===== config.mk =====
export PLATFORM = sky130hd
export DESIGN_NAME = alu_control_md
export DESIGN_NICKNAME = d
export VERILOG_FILES = /design/src/rtl/alu_control_md_pkg.sv /design/src/rtl/alu_control_md_sequencer.sv /design/src/rtl/alu_control_md.sv
export SDC_FILE = /design/constraint.sdc
export NUM_CORES = 1
export LEC_CHECK = 0
export BUFFER_PORTS_ARGS = -buffer_cell sky130_fd_sc_hd__clkbuf_2
export CELL_PAD_IN_SITES_DETAIL_PLACEMENT = 0
export CELL_PAD_IN_SITES_GLOBAL_PLACEMENT = 2
export CORE_MARGIN = 2
export CORE_UTILIZATION = 27
export DETAILED_ROUTE_END_ITERATION = 8
export PLACE_DENSITY = 0.79
export SLEW_MARGIN = 20
export SYNTH_ARGS = -nofsm -noshare
export SYNTH_HDL_FRONTEND = slang
export SYNTH_SLANG_ARGS = --single-unit

===== constraint.sdc =====
create_clock -name i_clk -period 2.5 [get_ports i_clk]
set_input_delay 0.5 -clock i_clk [delete_from_list [all_inputs] [get_ports i_clk]]
set_output_delay 0.5 -clock i_clk [all_outputs]
set_load 0.005 [all_outputs]

===== src/rtl/alu_control_md_pkg.sv =====
// Shared encodings for the ALU control block: MIPS opcodes, R-type funcs,
// COP0 sub-ops, mul/div operation codes and sequencer states.
package alu_control_md_pkg;

  // Opcodes
  localparam logic [5:0] OP_RTYPE = 6'h00;
  localparam logic [5:0] OP_J     = 6'h02;
  localparam logic [5:0] OP_BEQ   = 6'h04;
  localparam logic [5:0] OP_BNE   = 6'h05;
  localparam logic [5:0] OP_ADDI  = 6'h08;
  localparam logic [5:0] OP_ADDIU = 6'h09;
  localparam logic [5:0] OP_ANDI  = 6'h0C;
  localparam logic [5:0] OP_ORI   = 6'h0D;
  localparam logic [5:0] OP_XORI  = 6'h0E;
  localparam logic [5:0] OP_LUI   = 6'h0F;
  localparam logic [5:0] OP_COP0  = 6'h10;
  localparam logic [5:0] OP_LW    = 6'h23;
  localparam logic [5:0] OP_SW    = 6'h2B;

  // R-type funcs (also used as ALU control codes)
  localparam logic [5:0] F_SLL   = 6'h00;
  localparam logic [5:0] F_SRL   = 6'h02;
  localparam logic [5:0] F_SRA   = 6'h03;
  localparam logic [5:0] F_SLLV  = 6'h04;
  localparam logic [5:0] F_SRLV  = 6'h06;
  localparam logic [5:0] F_SRAV  = 6'h07;
  localparam logic [5:0] F_JR    = 6'h08;
  localparam logic [5:0] F_MFHI  = 6'h10;
  localparam logic [5:0] F_MTHI  = 6'h11;
  localparam logic [5:0] F_MFLO  = 6'h12;
  localparam logic [5:0] F_MTLO  = 6'h13;
  localparam logic [5:0] F_MULT  = 6'h18;
  localparam logic [5:0] F_MULTU = 6'h19;
  localparam logic [5:0] F_DIV   = 6'h1A;
  localparam logic [5:0] F_DIVU  = 6'h1B;
  localparam logic [5:0] F_ADD   = 6'h20;
  localparam logic [5:0] F_ADDU  = 6'h21;
  localparam logic [5:0] F_SUB   = 6'h22;
  localparam logic [5:0] F_SUBU  = 6'h23;
  localparam logic [5:0] F_AND   = 6'h24;
  localparam logic [5:0] F_OR    = 6'h25;
  localparam logic [5:0] F_XOR   = 6'h26;
  localparam logic [5:0] F_NOR   = 6'h27;
  localparam logic [5:0] F_SLT   = 6'h2A;
  localparam logic [5:0] F_SLTU  = 6'h2B;
  localparam logic [5:0] F_ERET  = 6'h18;

  // ALU-only control codes with no R-type func of their own
  localparam logic [5:0] ALU_LUI   = 6'h3C;
  localparam logic [5:0] ALU_ROTR  = 6'h3E;
  localparam logic [5:0] ALU_ROTRV = 6'h3F;

  // COP0 sub-ops (r_field[9:5])
  localparam logic [4:0] C0_MFC0 = 5'b00000;
  localparam logic [4:0] C0_MTC0 = 5'b00100;
  localparam logic [4:0] C0_ERET = 5'b10000;

  typedef enum logic [1:0] {
    MD_MULT  = 2'b00,
    MD_MULTU = 2'b01,
    MD_DIV   = 2'b10,
    MD_DIVU  = 2'b11
  } md_op_e;

  typedef enum logic [1:0] {
    ST_IDLE = 2'b00,
    ST_BUSY = 2'b01,
    ST_DONE = 2'b10
  } md_state_e;

endpackage


===== src/rtl/alu_control_md_sequencer.sv =====
// Multi-cycle MULT/DIV sequencer: counts the busy window of the external
// mul-div unit and strobes the HI/LO write when the result is ready.
module alu_control_md_sequencer
  import alu_control_md_pkg::*;
#(
  parameter int MUL_LAT = 4,
  parameter int DIV_LAT = 32,
  parameter int CNT_W   = 6
) (
  input  logic       i_clk,
  input  logic       i_rst,
  input  logic       i_start,
  input  logic [1:0] i_op,
  input  logic       i_flush,
  output logic [1:0] o_md_op,
  output logic       o_busy,
  output logic       o_hilo_we
);

  localparam logic [CNT_W-1:0] MUL_LOAD = CNT_W'(MUL_LAT - 1);
  localparam logic [CNT_W-1:0] DIV_LOAD = CNT_W'(DIV_LAT - 1);

  md_state_e        r_state;
  logic [CNT_W-1:0] r_cnt;
  md_op_e           r_md_op;

  // State, countdown and latched operation; flush abandons any operation in flight.
  always_ff @(posedge i_clk or posedge i_rst) begin
    // NOTE: state registers use non-blocking assignments so every flop samples pre-edge values.
    if (i_rst) begin
      r_state <= ST_IDLE;
      r_cnt   <= '0;
      r_md_op <= MD_MULT;
    end else if (i_flush) begin
      r_state <= ST_IDLE;
      r_cnt   <= '0;
    end else begin
      case (r_state)
        ST_IDLE: begin
          if (i_start) begin
            r_md_op <= md_op_e'(i_op);
            r_cnt   <= i_op[1] ? DIV_LOAD : MUL_LOAD;
            r_state <= ST_BUSY;
          end
        end
        ST_BUSY: begin
          if (r_cnt == '0) r_state <= ST_DONE;
          else             r_cnt   <= r_cnt - 1'b1;
        end
        ST_DONE: r_state <= ST_IDLE;
        default: r_state <= ST_IDLE;
      endcase
    end
  end

  assign o_md_op   = r_md_op;
  assign o_busy    = (r_state != ST_IDLE);
  // A flush landing on the DONE cycle suppresses the write-back as well.
  assign o_hilo_we = (r_state == ST_DONE) && !i_flush;

endmodule


===== src/rtl/alu_control_md.sv =====
// ALU control decode with a MULT/DIV sequencer and HI/LO hazard interlock.
module alu_control_md
  import alu_control_md_pkg::*;
#(
  parameter int MUL_LAT = 4,
  parameter int DIV_LAT = 32,
  parameter int CNT_W   = 6,
  parameter bit ROTR_EN = 1'b1
) (
  input  logic       i_clk,
  input  logic       i_rst,
  input  logic       i_valid,
  input  logic       i_flush,
  input  logic [5:0] i_aluOp,
  input  logic [5:0] i_func,
  input  logic [9:0] i_r_field,
  output logic [5:0] o_aluControl,
  output logic       o_ALUSrc_op1,
  output logic       o_jr,
  output logic       o_nop,
  output logic       o_eret,
  output logic       o_mfc0,
  output logic       o_mtc0,
  output logic       o_unknown_func,
  output logic       o_md_start,
  output logic [1:0] o_md_op,
  output logic       o_md_busy,
  output logic       o_hilo_we,
  output logic [1:0] o_mfhilo,
  output logic [1:0] o_mthilo,
  output logic       o_stall
);

  logic       w_is_md;
  logic       w_is_hilo;
  logic [1:0] w_mf;
  logic [1:0] w_mt;
  logic       w_busy;
  logic       w_unused_rfield;

  assign w_unused_rfield = ^i_r_field[4:1];

  // Instruction decode; everything stays 0 unless a live instruction sits in decode.
  always_comb begin
    // NOTE: every output gets a default first so no path through the case infers a latch.
    o_aluControl   = '0;
    o_ALUSrc_op1   = 1'b0;
    o_jr           = 1'b0;
    o_nop          = 1'b0;
    o_eret         = 1'b0;
    o_mfc0         = 1'b0;
    o_mtc0         = 1'b0;
    o_unknown_func = 1'b0;
    w_is_md        = 1'b0;
    w_is_hilo      = 1'b0;
    w_mf           = 2'b00;
    w_mt           = 2'b00;
    if (i_valid && !i_flush && !i_rst) begin
      case (i_aluOp)
        OP_ADDIU:            o_aluControl = F_ADDU;
        OP_ADDI, OP_LW, OP_SW: o_aluControl = F_ADD;
        OP_BEQ, OP_BNE:      o_aluControl = F_SUB;
        OP_LUI:              o_aluControl = ALU_LUI;
        OP_ORI:              o_aluControl = F_OR;
        OP_XORI:             o_aluControl = F_XOR;
        OP_ANDI:             o_aluControl = F_AND;
        OP_RTYPE: begin
          o_nop = (i_func == 6'h00);
          case (i_func)
            F_SLL, F_SRA: begin
              o_aluControl = i_func;
              o_ALUSrc_op1 = 1'b1;
            end
            F_SRL: begin
              o_aluControl = (ROTR_EN && i_r_field[5]) ? ALU_ROTR : F_SRL;
              o_ALUSrc_op1 = 1'b1;
            end
            F_SRLV: o_aluControl = (ROTR_EN && i_r_field[0]) ? ALU_ROTRV : F_SRLV;
            F_SLLV, F_SRAV, F_ADD, F_ADDU, F_SUB, F_SUBU,
            F_AND, F_OR, F_XOR, F_NOR, F_SLT, F_SLTU:
              o_aluControl = i_func;
            F_JR: begin
              o_aluControl = i_func;
              o_jr         = 1'b1;
            end
            F_MULT, F_MULTU, F_DIV, F_DIVU: w_is_md = 1'b1;
            F_MFHI: begin w_is_hilo = 1'b1; w_mf = 2'b10; end
            F_MFLO: begin w_is_hilo = 1'b1; w_mf = 2'b01; end
            F_MTHI: begin w_is_hilo = 1'b1; w_mt = 2'b10; end
            F_MTLO: begin w_is_hilo = 1'b1; w_mt = 2'b01; end
            default: o_unknown_func = 1'b1;
          endcase
        end
        OP_COP0: begin
          case (i_r_field[9:5])
            C0_MTC0: o_mtc0 = 1'b1;
            C0_MFC0: o_mfc0 = 1'b1;
            C0_ERET: begin
              if (i_func == F_ERET) o_eret         = 1'b1;
              else                  o_unknown_func = 1'b1;
            end
            default: o_unknown_func = 1'b1;
          endcase
        end
        default: ;
      endcase
    end
  end

  // Any HI/LO consumer or producer waits while the sequencer owns HI/LO.
  assign o_stall    = (w_is_md || w_is_hilo) && w_busy;
  assign o_md_start = w_is_md && !w_busy;
  assign o_mfhilo   = o_stall ? 2'b00 : w_mf;
  assign o_mthilo   = o_stall ? 2'b00 : w_mt;
  assign o_md_busy  = w_busy;

  alu_control_md_sequencer #(
    .MUL_LAT (MUL_LAT),
    .DIV_LAT (DIV_LAT),
    .CNT_W   (CNT_W)
  ) u_seq (
    .i_clk     (i_clk),
    .i_rst     (i_rst),
    .i_start   (o_md_start),
    .i_op      (i_func[1:0]),
    .i_flush   (i_flush),
    .o_md_op   (o_md_op),
    .o_busy    (w_busy),
    .o_hilo_we (o_hilo_we)
  );

endmodule


==> summary.md <==
| Metric | Value |
|---|---|
| H-tree level count | 1 |
| Critical-path maximum fanout | 10 |
| Pwr Density | just over 300 mW/mm² |
| Final core utilization | 38.86% |
| Worst Setup SP | i_func[5] |
| Slew Viols, Final | 0 |
| Synthesis Warnings | 0 |
| Register bit count reported by yosys | 10 |
| Dpl hpwl | 3.121 mm |
| Core area | 0.004414 mm² |
| Initial antenna violation count | 0 |
| Reg-to-reg startpoint | u_seq.r_cnt[0]$_DFFE_PP0P_ |
| Tmin final | 2.436 ns |
| Post-synth EDFFs | 0 |
| Clk_lat worst skew | 0.24 ns |
| Total CTS buffers | 3 |
| First-pass GRT wire length | 6.113 mm |
| Fin Clk Skew | between 0.003 and 0.004 ns |
| Status | finished clean |
| CP Capture Type | output port |
| Largest net degree at the start of global routing | 16 |
| Fillers | 459 |
| Die width | 72.11 µm |
| Row cnt | 24 |
| Setup total negative slack | 0 ns |
| Mean Syn Cell Area | 8.240 µm² |
| Startpoint types | input pin |
| Final setup fails | 0 |
| Initial Util | 28.37% |
| Via count | 1457 |
| 1st-iter DRT viols | 89 |
| Worst-path clk slew | 0.05 ns |
| Vias in the first global route | 1318 |
| Router iterations before antenna repair | 6 |
| Yosys cell types | 55 |
| Fraction of layout cells with a size suffix above 1 | 40.76% |
| Reg area | 250.2 µm² |
| Die footprint | between 0.005 and 0.006 mm² |
| IO Pins | 49 |
| Post-route DRC violation count | 0 |
| Vias per cell | 5.540 |
| GPL Wtd Cong | ~0.86 |
| Final period utilization | 97.43% |
| Synthesized instance count | around 150 |
| Detailed-route wire length per cell | approximately 15 µm |
| Cells taking the most area after synthesis | dfrtp_1 20%, a21oi_1 4.0%, nand3_1 3.6% |
| Area Growth Syn to Fin | 36.96% |
| Cell Area, Synth | 0.001252 mm² |
| Clock Sinks | 10 |
| Area of the multi-input gates | roughly 940 µm² |
| Critical Path RT | about 2.0 ns |
| Worst Hold Class | in -> async |
| CTS tree | done |
| Fin cells | 263 |
| Worst setup path category | in -> out |
| Nets | 240 |
| Worst slew pin tran | ~0.51 ns |
| Cell taking the most area after synthesis | dfrtp_1 |
| Share of flip-flops with an asynchronous set or reset | 100.0% |
| IO Port Bufs | 44 |
| Antenna Nets Post-Route | 0 |
| Root Driver | clkbuf_8 |
| Final Power | 531.7 µW |
| Placed Instances | 257 |
| ANT cells | 0 |
| Slew headroom | 65.73% |
| Critical Path AT | 1.94 ns |
| Total gr overflow | 0 |
| Top_reg_cell synth | dfrtp_1 |
| Syn Nets | 180 |
| Die Span Y | 72.11 µm |
| Seq/Total Area, Yosys | 19.98% |
| Share of the synthesized area in the top cell type | 19.98% |
| Hold Fails Final Rpt | 0 |
| CTS max path bufs | 2 |
| Leakage | 0.0007540 µW |
| Max cap viols | 0 |
| Final wirelength | 3.853 mm |
| Synth top cells by count | 10 x a21oi_1, 10 x dfrtp_1, 9 x inv_1, 9 x nand2_1, 9 x nand3_1 |
| VDD IR max | 0.3311 mV |
| Hold_ws | 0.2900 ns |
| F_max | around 410 MHz |
| GR Util All Layers | 14.65% |
per-layer routing:
| metal | part of all wire, % | routed length, µm | global-route usage, % | up-vias |
|---|---|---|---|---|
| li1 | - | - | - | 706 |
| met1 | 45 | 1749 | 18.79 | 698 |
| met2 | 47 | 1810 | 24.77 | 45 |
| met3 | 5.5 | 210 | 1.389 | 8 |
| met4 | 2.1 | 82 | 6.709 | 0 |
| met5 | 0 | 0 | 0 | - |
cells by family after synthesis:
logic type,Yosys count,synth area share (%)
simple gates,79,43.36
flops,10,19.98
buf+inv,17,7.092
mux,6,5.195
fa+ha+maj,2,1.998
compound gates,38,22.38
final cells by class:
type | instances | share of cell area, %
multi-input combinational | 125 | 54.92
timing repair buffer | 63 | 21.52
sequential | 10 | 14.59
tap | 52 | 3.793
clock buffer | 4 | 3.209
inverter | 9 | 1.969
critical path, cell delays in order:
cell	delay, ns
clkbuf_2	0.10
buf_4	0.17
or3_1	0.33
or4_4	0.57
nor3_2	0.12
clkbuf_2	0.14
power breakdown:
part | internal, µW | switching, µW
Clock | 138 | 62.0
Combinational | 64.7 | 87.2
Sequential | 170 | 9.20
sequential cells by signal, indices dropped and copies added (netlist names):
name           cells
u_seq.o_md_op      2
u_seq.r_cnt        6
u_seq.r_state      2
final timing paths:
check | slack, ns | depth (start not counted) | endpoint
min reg2reg | 0.50 | 1 | u_seq.o_md_op[0]$_DFFE_PP0P_
max reg2reg | 0.51 | 6 | u_seq.r_cnt[0]$_DFFE_PP0P_
max | 0.06 | 6 | o_mfhilo[0]
min in group i_clk | 0.50 | 1 | u_seq.o_md_op[0]$_DFFE_PP0P_
min | 0.29 | 3 | u_seq.r_cnt[5]$_DFFE_PP0P_
max in group asynchronous | 2.07 | 3 | u_seq.r_cnt[1]$_DFFE_PP0P_
layout by cell type (no fill, tap or decap), drive strengths merged, types with 3 or more instances in the layout:
cell,n
buf,21
nor3b,4
a211oi,5
nor2,7
nand2b,6
clkbuf,46
inv,9
a2bb2oi,3
nor2b,5
nand3,10
a21oi,10
nor3,13
mux2,4
nor4,5
o21ai,3
nand4b,4
nand2,9
dfrtp,10
metrics by stage:
step,setup WS [ns],instance area [µm²]
finish,0.06433,1715
detailed placement,-0.2116,1610
global route,-0.002062,1715
CTS,0.006696,1677
floorplan,0.1756,1252
global placement,-0.1970,1610
repair_timing:
item | CTS | global route
setup endpoints to repair | 2 | 7
gates resized for setup | 3 | 7
setup buffers | 0 | 2
hold buffers | 0 | 0
pin swaps | 0 | 5
Note: power is estimated with default switching activity, not from simulation.
